<file path="config.mk">
export PLATFORM = sky130hd
export DESIGN_NAME = zaxdma_sched
export DESIGN_NICKNAME = d
export VERILOG_FILES = /design/src/rtl/zaxdma_pkg.sv /design/src/rtl/zaxdma_rrarb.sv /design/src/rtl/zaxdma_sched.sv
export SDC_FILE = /design/constraint.sdc
export NUM_CORES = 1
export LEC_CHECK = 0
export CAP_MARGIN = 20
export CORE_AREA = 2 2 184 186
export CTS_BUF_LIST = sky130_fd_sc_hd__clkbuf_8
export DETAILED_ROUTE_END_ITERATION = 8
export DIE_AREA = 0 0 186 188
export PLACE_DENSITY = 0.48
export SLEW_MARGIN = 10
export SYNTH_ARGS = -nofsm -noshare
export SYNTH_HDL_FRONTEND = slang
export SYNTH_SLANG_ARGS = --single-unit
</file>
<file path="constraint.sdc">
create_clock -name i_clk -period 9.28 [get_ports i_clk]
set_input_delay 2.784 -clock i_clk [delete_from_list [all_inputs] [get_ports i_clk]]
set_output_delay 2.784 -clock i_clk [all_outputs]
set_load 0.02 [all_outputs]
</file>
<file path="src/rtl/zaxdma_pkg.sv">
// Shared definitions for the zaxdma scheduler: FSM state encoding and a
// helper for locating per-channel fields inside packed descriptor buses.
package zaxdma_pkg;

  typedef enum logic [2:0] {
    S_IDLE  = 3'd0,
    S_ISSUE = 3'd1,
    S_RUN   = 3'd2,
    S_FLUSH = 3'd3,
    S_DONE  = 3'd4
  } sched_state_t;

  // LSB position of channel ch's field in a bus of width-bit fields
  function automatic int unsigned field_lsb(input int unsigned ch, input int unsigned width);
    return ch * width;
  endfunction

endpackage

</file>
<file path="src/rtl/zaxdma_rrarb.sv">
// Combinational round-robin pick: first set request at or after ptr, wrapping.
module zaxdma_rrarb #(
  parameter int unsigned NCH = 4
) (
  input  logic [NCH-1:0]         req,
  input  logic [$clog2(NCH)-1:0] ptr,
  output logic [$clog2(NCH)-1:0] gnt,
  output logic                   vld
);

  localparam int unsigned CHW = $clog2(NCH);
  localparam logic [CHW:0] NCH_W = (CHW+1)'(NCH);

  logic [NCH-1:0] win;
  logic [CHW-1:0] off;
  logic [CHW:0]   sum;

  // Rotate so ptr sits at bit 0, then take the lowest set bit
  always_comb begin
    win = NCH'({req, req} >> ptr);
    vld = 1'b0;
    off = '0;
    for (int i = NCH - 1; i >= 0; i--) begin
      if (win[i]) begin
        vld = 1'b1;
        off = CHW'(i);
      end
    end
    sum = {1'b0, ptr} + {1'b0, off};
    gnt = (sum >= NCH_W) ? CHW'(sum - NCH_W) : CHW'(sum);
  end

endmodule

</file>
<file path="src/rtl/zaxdma_sched.sv">
// Round-robin scheduler sharing one AXI DMA engine between NCH requesters.
// Optional watchdog abort on a stuck engine: define ZAXDMA_SCHED_TIMEOUT_EN.
module zaxdma_sched
  import zaxdma_pkg::*;
#(
  parameter int unsigned NCH           = 4,
  parameter int unsigned ADDRESS_WIDTH = 30,
  parameter int unsigned LGDMALENGTH   = 30,
  parameter int unsigned LGTIMEOUT     = 20
) (
  input  logic                           i_clk,
  input  logic                           i_reset_n,
  input  logic [NCH-1:0]                 i_ch_req,
  input  logic [NCH*ADDRESS_WIDTH-1:0]   i_ch_src,
  input  logic [NCH*ADDRESS_WIDTH-1:0]   i_ch_dst,
  input  logic [NCH*LGDMALENGTH-1:0]     i_ch_len,
  input  logic [NCH-1:0]                 i_ch_abort,
  output logic [NCH-1:0]                 o_ch_ack,
  output logic [NCH-1:0]                 o_ch_done,
  output logic [NCH-1:0]                 o_ch_err,
  output logic                           o_busy,
  output logic [$clog2(NCH)-1:0]         o_active_ch,
  output logic                           o_dma_request,
  output logic                           o_dma_abort,
  input  logic                           i_dma_busy,
  input  logic                           i_dma_err,
  output logic [ADDRESS_WIDTH-1:0]       o_src_addr,
  output logic [ADDRESS_WIDTH-1:0]       o_dst_addr,
  output logic [LGDMALENGTH-1:0]         o_length
);

  localparam int unsigned CHW = $clog2(NCH);
  localparam int unsigned AW  = ADDRESS_WIDTH;
  localparam int unsigned LW  = LGDMALENGTH;

  sched_state_t   state_q, state_d;
  logic [CHW-1:0] rr_q, rr_d;
  logic           sticky_q, sticky_d;

  logic [NCH-1:0] ack_d, done_d, cherr_d;
  logic           busy_d, dreq_d, dabort_d;
  logic [CHW-1:0] active_d;
  logic [AW-1:0]  src_d, dst_d, sel_src, sel_dst;
  logic [LW-1:0]  len_d, sel_len;

  logic [CHW-1:0] gnt_idx;
  logic           gnt_vld;
  logic           tmo_hit_c;

  zaxdma_rrarb #(.NCH(NCH)) u_rrarb (
    .req (i_ch_req & ~i_ch_abort),
    .ptr (rr_q),
    .gnt (gnt_idx),
    .vld (gnt_vld)
  );

  // Descriptor of the channel the arbiter is currently pointing at
  always_comb begin
    sel_src = '0;
    sel_dst = '0;
    sel_len = '0;
    for (int unsigned c = 0; c < NCH; c++) begin
      if (gnt_idx == CHW'(c)) begin
        sel_src = i_ch_src[field_lsb(c, AW) +: AW];
        sel_dst = i_ch_dst[field_lsb(c, AW) +: AW];
        sel_len = i_ch_len[field_lsb(c, LW) +: LW];
      end
    end
  end

`ifdef ZAXDMA_SCHED_TIMEOUT_EN
  logic [LGTIMEOUT-1:0] tmo_cnt_q, tmo_cnt_d;

  always_comb begin
    tmo_cnt_d = tmo_cnt_q;
    if (state_q == S_ISSUE)
      tmo_cnt_d = '0;
    else if (state_q == S_RUN)
      tmo_cnt_d = tmo_cnt_q + LGTIMEOUT'(1);
  end

  always_ff @(posedge i_clk or negedge i_reset_n) begin
    if (!i_reset_n) tmo_cnt_q <= '0;
    else            tmo_cnt_q <= tmo_cnt_d;
  end

  assign tmo_hit_c = (state_q == S_RUN) && (tmo_cnt_d == '1) && i_dma_busy;
`else
  logic unused_tmo;
  assign unused_tmo = (LGTIMEOUT == 0);
  assign tmo_hit_c  = 1'b0;
`endif

  // Next state and next registered outputs
  always_comb begin
    state_d  = state_q;
    rr_d     = rr_q;
    sticky_d = sticky_q;
    ack_d    = '0;
    done_d   = '0;
    cherr_d  = '0;
    dreq_d   = 1'b0;
    dabort_d = 1'b0;
    active_d = o_active_ch;
    src_d    = o_src_addr;
    dst_d    = o_dst_addr;
    len_d    = o_length;

    unique case (state_q)
      S_IDLE: begin
        // A busy engine in IDLE is a fault; hold off new work until it clears
        if (gnt_vld && !i_dma_busy) begin
          ack_d[gnt_idx] = 1'b1;
          active_d       = gnt_idx;
          src_d          = sel_src;
          dst_d          = sel_dst;
          len_d          = sel_len;
          state_d        = (sel_len == '0) ? S_DONE : S_ISSUE;
        end
      end
      S_ISSUE: begin
        // First cycle raises the request, second lets the engine's busy register
        if (!o_dma_request) dreq_d  = 1'b1;
        else                state_d = S_RUN;
      end
      S_RUN: begin
        sticky_d = sticky_q | i_dma_err;
        if (!i_dma_busy) begin
          done_d[o_active_ch]  = 1'b1;
          cherr_d[o_active_ch] = sticky_d;
          state_d              = S_DONE;
        end else if (i_ch_abort[o_active_ch] || tmo_hit_c) begin
          dabort_d = 1'b1;
          sticky_d = 1'b1;
          state_d  = S_FLUSH;
        end
      end
      S_FLUSH: begin
        sticky_d = sticky_q | i_dma_err;
        if (!i_dma_busy) begin
          done_d[o_active_ch]  = 1'b1;
          cherr_d[o_active_ch] = sticky_d;
          state_d              = S_DONE;
        end
      end
      S_DONE: begin
        // Zero-length grants arrive here without a done pulse yet
        if (o_ch_done == '0) begin
          done_d[o_active_ch]  = 1'b1;
          cherr_d[o_active_ch] = sticky_q;
        end else begin
          rr_d     = (o_active_ch == CHW'(NCH - 1)) ? '0 : o_active_ch + CHW'(1);
          sticky_d = 1'b0;
          state_d  = S_IDLE;
        end
      end
      default: state_d = S_IDLE;
    endcase

    busy_d = (state_d != S_IDLE);
  end

  always_ff @(posedge i_clk or negedge i_reset_n) begin
    if (!i_reset_n) begin
      state_q       <= S_IDLE;
      rr_q          <= '0;
      sticky_q      <= 1'b0;
      o_ch_ack      <= '0;
      o_ch_done     <= '0;
      o_ch_err      <= '0;
      o_busy        <= 1'b0;
      o_active_ch   <= '0;
      o_dma_request <= 1'b0;
      o_dma_abort   <= 1'b0;
      o_src_addr    <= '0;
      o_dst_addr    <= '0;
      o_length      <= '0;
    end else begin
      state_q       <= state_d;
      rr_q          <= rr_d;
      sticky_q      <= sticky_d;
      o_ch_ack      <= ack_d;
      o_ch_done     <= done_d;
      o_ch_err      <= cherr_d;
      o_busy        <= busy_d;
      o_active_ch   <= active_d;
      o_dma_request <= dreq_d;
      o_dma_abort   <= dabort_d;
      o_src_addr    <= src_d;
      o_dst_addr    <= dst_d;
      o_length      <= len_d;
    end
  end

endmodule
</file>
==> summary.md, run 1 <==
| Metric | Value |
|---|---|
| Share of cells above drive strength 1 | 0.253 |
| Worst Clk Skew | 0.0184 ns |
| Vias per cell | 4.31 |
| Synth async-reset ratio | 1.00 |
| P_sw | 1460 uW |
| Row count | 67 |
| Status | completed |
| Tcrit/Tclk final | 0.705 |
| Worst path cell trace | clkdlybuf4s50_1 > nand3b_1 > o21ai_0 > o21ai_0 > o21ai_0 > a32o_1 > ha_4 > buf_4 > mux4_2 > mux2_2 |
| 1st-iter DRT viols | 195 |
| Switching part of the total | 0.388 |
| CTS Sinks | 113 |
| Fin. Hold Viols | 0 |
| TritonCTS clock tree | done |
| Clk buf depth | 2 |
| Fin Setup TNS | 0 ns |
| Share of the yosys chip area belonging to registers | 0.428 |
| Setup bufs post-CTS | 0 |
| Crit start category | input port |
| Resized Gates After CTS | 0 |
| Drt first pass iters | 5 |
| Ys Warns | 0 |
| Max Clock Freq | 0.153 GHz |
| Leakage Power | 0.00456 uW |
| Critical-path top delay cell | ha_4 |
| Worst slack, placed | 2.18 ns |
| P&R area growth vs syn | 85.5% |
| Initial core utilization | 0.200 |
| Die footprint | 35000 sq um |
| Critical path's most frequent cell | o21ai_0 |
| Sequential power share | 0.230 |
| CP max FO | 47 |
| Max-slew headroom | 0.348 |
| Synth area leaders | dfrtp_1 43%, mux4_2 30%, mux2_2 16% |
| Main synth FF type | dfrtp_1 |
| H-tree lvl count | 4 |
| Wire length of the first global-routing pass | 41.8 mm |
| Post-synth EDFFs | 0 |
| Die height | 188 um |
| Setup ws final | 2.74 ns |
| Critical path class | in -> reg |
| Post-DP HPWL | 22.5 mm |
| Combinational Power Share | 0.643 |
| Initial antenna violation count | 3 |
| TritonCTS Buffers | 17 |
| CP Capture Type | register |
| Peak supply drop | 0.321 mV |
| Final GP Congestion | 0.744 |
| Int Pwr | 2310 uW |
| Post-synth top area share | 0.428 |
| Worst slew pin tran | 0.976 ns |
| CP Data Required Time | 9.60 ns |
| Largest area contributor in the netlist | dfrtp_1 |
| Vias | 5774 |
| GRT Residual Overflow | 0 |
| Ports | 479 |
| Layout Nets | 1256 |
| Die X | 186 um |
| Syn avg cell area | 16.2 sq um |
| Clock root cell | clkbuf_8 |
| Syn_nets | 785 |
| RSZ-0062 raised after global routing | no |
| Synthesized area | 6610 sq um |
| Antenna-violating nets left | 0 |
| DP Area | 11900 sq um |
| I/O Buffers | 478 |
| Clk_lat worst skew | 0.42 ns |
| CP arrival | 6.86 ns |
| P per Cell Area | 308 nW/um^2 |
| Mapped Cells | 408 |
| Setup violators final | 0 |
| GRT Total Usage | 0.162 |
| Layout Cell Area excl Fill | 12300 sq um |
| Minimum clock period | 6.54 ns |
| Cts hold-fix bufs | 0 |
| Clk network pwr share | 0.127 |
| Min-delay worst type | reg -> reg |
| Yosys cell types | 42 |
| Reg clk slew, reported paths | 0.09 ns |
| WL final | 28.8 mm |
| Final core utilization | 0.370 |
| Number of global-route vias before repair | 6360 |
| Area of the core | 33100 sq um |
| Avg WL per Cell | 21.5 um |
| Maxcap violations | 0 |
| CP peak stage delay | 0.86 ns |
| Synth Register Bits | 113 |
| Slew Viols, Final | 0 |
| Drt drc | 0 |
| Largest net degree at the start of global routing | 58 |
==> cells in the mapped netlist (2+ instances only) <==
cell type  instances
a21oi_1            3
and2_1             4
buf_1              6
buf_2             10
buf_6              2
clkbuf_1          12
dfrtp_1          113
ha_1               5
inv_1              6
mux2_2            92
mux4_1             2
mux4_2            89
nand2_1            5
nand2b_1           2
nand3_1            2
nand4_1            2
nor2_1            12
nor2b_1            6
nor3_1             2
nor4_1             6
nor4_2             2
o21ai_0            3
o21ai_1            3
==> cell usage in the layout (no fill, tap or decap), types with 2 or more instances in the layout <==
cell type	count
inv_6	2
nor3_1	2
o21ai_1	3
nand4_1	2
dfrtp_1	113
o21ai_0	3
nand2b_1	2
ha_1	4
nand3_1	2
clkinvlp_4	5
mux4_1	2
nor2_1	12
nor2b_1	6
a21oi_1	3
and2_1	4
mux2_2	92
nor4_1	6
nor4_2	2
bufinv_16	2
diode_2	2
nand2_1	5
clkdlybuf4s50_1	477
clkinv_4	2
buf_4	6
mux4_2	89
inv_1	7
clkbuf_8	18
==> cell families after synthesis <==
group,share of synthesized area
compound gates,0.0174
xor+xnor,0.00265
fa+ha+maj,0.0112
buf+inv,0.0269
flops,0.428
mux,0.470
simple gates,0.0443
==> final cells by class <==
type | count | area (sq um)
fill | 3222 | 20900
timing repair buffer | 483 | 4820
multi-input combinational | 258 | 3630
sequential | 113 | 2830
tap | 448 | 561
clock buffer | 18 | 248
clock inverter | 13 | 140
inverter | 6 | 25.0
antenna | 2 | 5.00
==> power by group through the flow <==
stage / clock [uW] / sequential, uW / combinational, uW
2_1_floorplan: 0 / 1130 / 1260
3_3_place_gp: 0 / 878 / 2490
3_5_place_dp: 0 / 878 / 2480
4_1_cts: 507 / 873 / 2500
5_1_grt: 531 / 903 / 2600
6_report: 478 / 869 / 2420
==> path summary, 6_finish.rpt <==
check                              startpoint             end  slack, ns  depth (start not counted)
min in group asynchronous           i_reset_n  o_src_addr[11]       2.43                          1
max in group asynchronous           i_reset_n  o_src_addr[27]       5.50                          2
worst max register to register        rr_q[0]  o_src_addr[26]       4.94                          9
worst min-delay path            o_dst_addr[0]   o_dst_addr[0]       0.51                          1
worst min register to register  o_dst_addr[0]   o_dst_addr[0]       0.51                          1
worst max-delay path            i_ch_abort[0]  o_src_addr[26]       2.74                         10
==> worst max-delay path, delay by kind of cell <==
kind,cells,cell delay (ns)
multiplexers,2,0.91
AND/OR/NAND/NOR,1,0.16
buffers and inverters,2,1.40
adder cells (fa/ha/maj),1,0.86
AO/OA/AOI/OAI,4,0.62
==> through the flow <==
step	std cells	total power (uW)	hold slack, ns
finish	1341	3770	0.506
global route	1339	4030	0.521
CTS	1339	3880	0.511
detailed placement	1308	3360	0.494
global placement	1308	3370	0.488
floorplan	408	2390	0.480
==> registers in the layout (all words and copies together), names as in the netlist <==
signal,count
o_ch_err,4
o_dst_addr,30
o_length,30
o_active_ch,2
o_dma_abort,1
rr_q,2
state_q,3
o_ch_done,4
sticky_q,1
o_src_addr,30
o_ch_ack,4
o_dma_request,1
o_busy,1
==> layer usage <==
metal | global-route usage | vias to the layer above | share of wire
li1 | - | 2594 | -
met1 | 0.191 | 2906 | 0.39
met2 | 0.285 | 261 | 0.51
met3 | 0.0621 | 11 | 0.10
met4 | 0.0239 | 2 | 0.0057
met5 | 0 | - | 0.00031
Note: power is estimated with default switching activity, not from simulation.
==> inputs of run 2 (changes only) <==
CORE_AREA = 2 2 186 188   (was 2 2 184 186)
DIE_AREA = 0 0 188 190   (was 0 0 186 188)
PLACE_DENSITY = 0.49   (was 0.48)
clock period = 6 ns   (was 9.28 ns; I/O delays follow)
==> run 2 against run 1 <==
Compared with the run above:
- die area increased by 2.2%
- via count decreased by 0.12%
- clock power increased by 63%
- sequential power increased by 54%
- final area increased by 0.91%
- worst hold slack got worse by 0.0095 ns
- setup slack got worse by 1.7 ns
- clock skew decreased by 0.0052 ns
- sequential cell count unchanged
- routed wire length decreased by 2.4%
- combinational power increased by 60%
- critical path type unchanged
- largest power group unchanged
- highest routed layer unchanged
==> summary.md, run 2 (synthesis results as in run 1) <==
| Metric | Value |
|---|---|
| RSZ-0062 raised after global routing | no |
| Max-slew headroom | 0.409 (+0.0606) |
| Clk buf depth | 2 (unchanged) |
| Setup slack, reg-to-reg | 2.26 ns (-2.68 ns) |
| Min-delay worst type | reg -> reg |
| P&R area growth vs syn | 87.2% |
| WL final | 28.1 mm (-2.4%) |
| Overall Power | 5980 uW (+59%) |
| Die X | 188 um (+1.1%) |
| Row count | 68 (+1.5%) |
| Leakage Power | 0.00461 uW (+0.94%) |
| Drt drc | 0 (unchanged) |
| Initial core utilization | 0.195 (-0.00491) |
| 1st-iter DRT viols | 205 (+5.1%) |
| Layout Cell Area excl Fill | 12400 sq um (+0.91%) |
| Avg WL per Cell | 20.8 um (-3.1%) |
| Critical path class | in -> reg |
| Commonest non-fill, non-tap cell in the layout | clkdlybuf4s50_1 |
| H-tree lvl count | 4 (unchanged) |
| Area of the core | 33900 sq um (+2.5%) |
| Max Clock Freq | 0.201 GHz |
| Largest net degree at the start of global routing | 61 (+5.2%) |
| Ports | 479 (unchanged) |
| Worst slew pin tran | 0.887 ns (-0.0893 ns) |
| I/O Buffers | 478 (unchanged) |
| Worst Clk Skew | 0.0131 ns (-0.00524 ns) |
| GRT Total Usage | 0.155 (-0.00746) |
| Initial antenna violation count | 1 (-2) |
| Die height | 190 um (+1.1%) |
| Setup violators final | 0 (unchanged) |
| Status | completed |
| Drt first pass iters | 4 (-1) |
| Vias | 5767 (-0.12%) |
| Fin cells | 1351 (+0.75%) |
| P_sw | 2320 uW (+59%) |
| Layout Nets | 1259 (+0.24%) |
| Clock root cell | clkbuf_8 |
| Fillcell total | 3270 (+1.5%) |
| Hold Path End | o_dma_request |
| Resized Gates After CTS | 0 (unchanged) |
| Fin Setup TNS | 0 ns (unchanged) |
| Cells on worst reg2reg path | 11 (+2) |
| Multi-input gate area | 3630 sq um (unchanged) |
| P per Cell Area | 484 nW/um^2 (+57%) |
| Clk network pwr share | 0.130 (+0.003) |
| CP Data Required Time | 6.30 ns (-3.30 ns) |
| CTS Sinks | 113 (unchanged) |
| Share of cells above drive strength 1 | 0.258 (+0.00558) |
| Tcrit/Tclk final | 0.829 |
| Combinational Power Share | 0.646 (+0.003) |
| Antenna-violating nets left | 0 (unchanged) |
| Die footprint | 35700 sq um (+2.2%) |
| Sequential power share | 0.224 (-0.006) |
| Vias per cell | 4.27 (-0.86%) |
| Maxcap violations | 0 (unchanged) |
| Fin. Hold Viols | 0 (unchanged) |
| TritonCTS Buffers | 17 (unchanged) |
| Cts hold-fix bufs | 0 (unchanged) |
| Reg area | 2830 sq um (unchanged) |
| Int Pwr | 3660 uW (+59%) |
| CP Capture Type | register |
| CP arrival | 5.27 ns (-1.59 ns) |
| Clk_lat worst skew | 0.44 ns (+0.02 ns) |
| Setup bufs post-CTS | 0 (unchanged) |
| Post-DP HPWL | 22.5 mm (-0.30%) |
| GRT Residual Overflow | 0 (unchanged) |
| Wire length of the first global-routing pass | 40.8 mm (-2.4%) |
| TritonCTS clock tree | done |
| Worst R2R End | state_q[0] |
| Hold path cells | 1 (unchanged) |
| Peak supply drop | 0.206 mV (-36%) |
| Final GP Congestion | 0.786 (+5.7%) |
| CP max FO | 33 (-30%) |
| Top Registers | o_dst_addr x30, o_length x30, o_src_addr x30 |
| Number of global-route vias before repair | 6307 (-0.83%) |
| Switching part of the total | 0.388 (about the same) |
| Reg2Reg Launch Point | rr_q[0] |
| Slew Viols, Final | 0 (unchanged) |
| Commonest non-fill, non-tap cells in the layout | 477 x clkdlybuf4s50_1, 113 x dfrtp_1, 92 x mux2_2, 89 x mux4_2, 17 x clkbuf_8 |
| Crit start category | input port |
| Minimum clock period | 4.97 ns |
| Reg clk slew, reported paths | 0.08 ns (about the same) |
| Hold_sp | o_dma_request |
| Placed insts | 1318 (+0.76%) |
| DP Area | 11900 sq um (+0.69%) |
[run 2: cell types whose count changed in the layout (fill, tap and decap cells not counted)]
cell,change
inv_1,-2
clkinvlp_4,-1
buf_12,+4
clkinv_2,+1
bufinv_16,+1
clkinv_4,+3
buf_4,-1
clkbuf_8,-1
diode_2,-1
[run 2: layer usage]
layer  GRT usage  up-vias  wire (um)
li1            -     2597          -
met1       0.178     2856      10800
met2       0.271      296      14400
met3      0.0596       16       2630
met4      0.0376        2        300
met5           0        -         13
[run 2: metrics by stage]
stage               hold WS, ns  utilization  worst slack (ns)
global route              0.514        0.364             0.774
global placement          0.471        0.352             0.555
CTS                       0.492        0.364              1.00
floorplan                 0.480            -              1.13
detailed placement        0.472        0.352             0.508
finish                    0.497        0.364              1.03
[run 2: layout make-up]
cell class	count	area share
Inverter	6	0.00202
Tap cell	455	0.0460
Antenna cell	1	0.000202
Timing Repair Buffer	486	0.395
Sequential cell	113	0.229
Clock buffer	17	0.0189
Clock inverter	15	0.0151
Multi-Input combinational cell	258	0.294
[run 2: power by group through the flow]
stage          registers (uW)  clock network, uW  logic [uW]
2_1_floorplan            1740                  0        1950
3_3_place_gp             1350                  0        3960
3_5_place_dp             1360                  0        3950
4_1_cts                  1350                822        3980
5_1_grt                  1390                854        4130
6_report                 1340                779        3870
[run 2: critical path: stages]
cell and delay [ns]:
clkdlybuf4s50_1 0.54, nand3b_1 0.14, o21ai_0 0.12, o21ai_0 0.16, o21ai_0 0.09, a32o_1 0.24, ha_4 0.32, buf_12 0.26
mux4_1 0.65, nor4_2 0.43, nand4_1 0.19, nor2_1 0.19, o21ai_1 0.07
[run 2: how the worst max path moves through the flow]
| stage | startpoint | end | slack (ns) | cells past startpoint |
|---|---|---|---|---|
| after detailed placement | i_ch_abort[0] | state_q[0] | 0.51 | 13 |
| final | i_ch_abort[0] | state_q[0] | 1.03 | 13 |
| after CTS | i_ch_abort[0] | state_q[0] | 1.00 | 13 |
| after floorplan | i_ch_abort[3] | o_dst_addr[10] | 1.13 | 11 |
| after global routing | i_ch_abort[2] | state_q[0] | 0.77 | 13 |
| after global placement | i_ch_abort[0] | state_q[0] | 0.56 | 13 |
==> inputs of run 3 (changes only) <==
clock period = 4.2 ns   (was 6 ns; I/O delays follow)
==> run 3 against run 2 <==
Compared with the run above:
- sequential share of layout area decreased by 0.71 points
- clock-buffer cell count increased by 1
- first-iteration DRC count increased by 3.9%
- highest routed layer is now met4
- setup slack got worse by 0.89 ns
- core utilization increased by 1.2 points
- global-route usage increased by 0.24 points
- power increased by 51%
==> summary.md, run 3 (synthesis results as in run 1) <==
| Metric | Value |
|---|---|
| Critical path class | in -> reg |
| Reg area | 2830 sq um (unchanged) |
| Slew Viols, Final | 0 (unchanged) |
| GRT Residual Overflow | 0 (unchanged) |
| Sequential power share | 0.212 (-0.012) |
| Peak supply drop | 0.255 mV (+24%) |
| Area of the core | 33900 sq um (unchanged) |
| Fillcell total | 3272 (+0.061%) |
| Reg clk slew, reported paths | 0.08 ns (about the same) |
| Die height | 190 um (unchanged) |
| Drt drc | 0 (unchanged) |
| H-tree lvl count | 4 (unchanged) |
| Final GP Congestion | 0.802 (+2.0%) |
| Wire length of the first global-routing pass | 41.6 mm (+1.9%) |
| TritonCTS clock tree | done |
| Commonest non-fill, non-tap cells in the layout | 475 x clkdlybuf4s50_1, 113 x dfrtp_1, 92 x mux2_2, 90 x mux4_2, 31 x buf_4 |
| Combinational Power Share | 0.666 (+0.020) |
| Initial antenna violation count | 0 (-1) |
| Multi-input gate area | 3690 sq um (+1.7%) |
| P per Cell Area | 706 nW/um^2 (+46%) |
| Number of diodes | 0 (-1) |
| Die X | 188 um (unchanged) |
| Minimum clock period | 4.06 ns |
| Clock root cell | clkbuf_8 |
| Worst slew pin tran | 0.695 ns (-0.192 ns) |
| WL final | 28.3 mm (+0.70%) |
| Share of cells above drive strength 1 | 0.291 (+0.0333) |
| Min-delay worst type | reg -> reg |
| Int Pwr | 5600 uW (+53%) |
| Maxcap violations | 0 (unchanged) |
| Clk buf depth | 2 (unchanged) |
| Number of global-route vias before repair | 6569 (+4.2%) |
| CP max FO | 9 (-73%) |
| CP Data Required Time | 4.52 ns (-1.78 ns) |
| Ports | 479 (unchanged) |
| Vias | 5887 (+2.1%) |
| Vias per cell | 4.25 (-0.43%) |
| RSZ-0062 raised after global routing | no |
| 1st-iter DRT viols | 213 (+3.9%) |
| Antenna-violating nets left | 0 (unchanged) |
| TritonCTS Buffers | 17 (unchanged) |
| Die footprint | 35700 sq um (unchanged) |
| Leakage Power | 0.00485 uW (+5.3%) |
| Worst Clk Skew | 0.0155 ns (+0.00236 ns) |
| GRT Total Usage | 0.157 (+0.00236) |
| P&R area growth vs syn | 93.2% |
| Row count | 68 (unchanged) |
| Largest net degree at the start of global routing | 58 (-4.9%) |
| Crit start category | input port |
| Commonest non-fill, non-tap cell in the layout | clkdlybuf4s50_1 |
| I/O Buffers | 478 (unchanged) |
| Fin Setup TNS | 0 ns (unchanged) |
| Post-DP HPWL | 23.3 mm (+3.6%) |
| Max Clock Freq | 0.246 GHz |
| CP Capture Type | register |
| Tcrit/Tclk final | 0.967 |
| Clk network pwr share | 0.122 (-0.008) |
| Clk_lat worst skew | 0.44 ns (about the same) |
| Fin. Hold Viols | 0 (unchanged) |
| Drt first pass iters | 4 (unchanged) |
| Final core utilization | 0.376 (+0.0116) |
| Status | completed |
| CP arrival | 4.38 ns (-0.89 ns) |
| Switching part of the total | 0.379 (-0.00935) |
| Layout Nets | 1294 (+2.8%) |
| P_sw | 3410 uW (+47%) |
| Setup violators final | 0 (unchanged) |
| Top Registers | o_dst_addr x30, o_length x30, o_src_addr x30 |
| Initial core utilization | 0.195 (unchanged) |
| Max-slew headroom | 0.536 (+0.128) |
| CTS Sinks | 113 (unchanged) |
| Avg WL per Cell | 20.5 um (-1.8%) |
[run 3: layout make-up]
type,count,area share
Clock buffer,18,0.0194
Clock inverter,14,0.0129
Tap cell,455,0.0446
Timing Repair Buffer,521,0.410
Multi-Input combinational cell,258,0.289
Inverter,6,0.00196
Sequential cell,113,0.222
[run 3: final timing paths]
| kind | slack, ns | to | cells past startpoint | start |
|---|---|---|---|---|
| max | 0.14 | state_q[0] | 14 | i_ch_abort[3] |
| min | 0.49 | o_dma_request | 1 | o_dma_request |
| max reg2reg | 0.78 | state_q[0] | 12 | rr_q[0] |
| min reg2reg | 0.49 | o_dma_request | 1 | o_dma_request |
| max in group asynchronous | 2.40 | o_ch_done[3] | 3 | i_reset_n |
| min in group asynchronous | 0.83 | o_src_addr[3] | 1 | i_reset_n |
[run 3: worst max-delay path, cell delays in order]
cell             delay (ns)
clkdlybuf4s50_1        0.43
nand2b_4               0.16
mux2_2                 0.27
o21ai_1                0.08
o21ai_1                0.08
a32o_1                 0.24
ha_4                   0.36
buf_12                 0.16
mux4_2                 0.55
nor4_4                 0.31
buf_4                  0.15
nand4_1                0.11
nor2_2                 0.15
o21ai_1                0.06
[run 3: routing by layer]
| metal | vias to the layer above | track usage | share of wire |
|---|---|---|---|
| li1 | 2667 | - | - |
| met1 | 2938 | 0.181 | 0.39 |
| met2 | 270 | 0.282 | 0.52 |
| met3 | 12 | 0.0524 | 0.078 |
| met4 | 0 | 0.0339 | 0.0090 |
| met5 | - | 0 | 0 |
[run 3: power groups by stage]
stage               registers (uW)  logic (uW)  clock network, uW
CTS                           1930        6000               1160
detailed placement            1930        5970                  0
floorplan                     2490        2800                  0
global placement              1930        5980                  0
global route                  1990        6410               1210
finish                        1910        6000               1100
[run 3: metrics by stage]
stage	hold WS, ns	power (uW)	instances	setup slack, ns	instance area [sq um]
floorplan	0.480	5300	408	0.0784	6620
global placement	0.465	7910	1349	-0.442	12200
detailed placement	0.470	7910	1349	-0.473	12200
CTS	0.495	9090	1381	0.0286	12700
global route	0.517	9610	1385	0.00149	12800
finish	0.493	9010	1385	0.139	12800
[run 3: repair_timing]
item                                    CTS  global route
setup buffers                             0             4
resized for setup                         0            18
endpoints found under the setup margin    0             2
hold buffers                              0             0
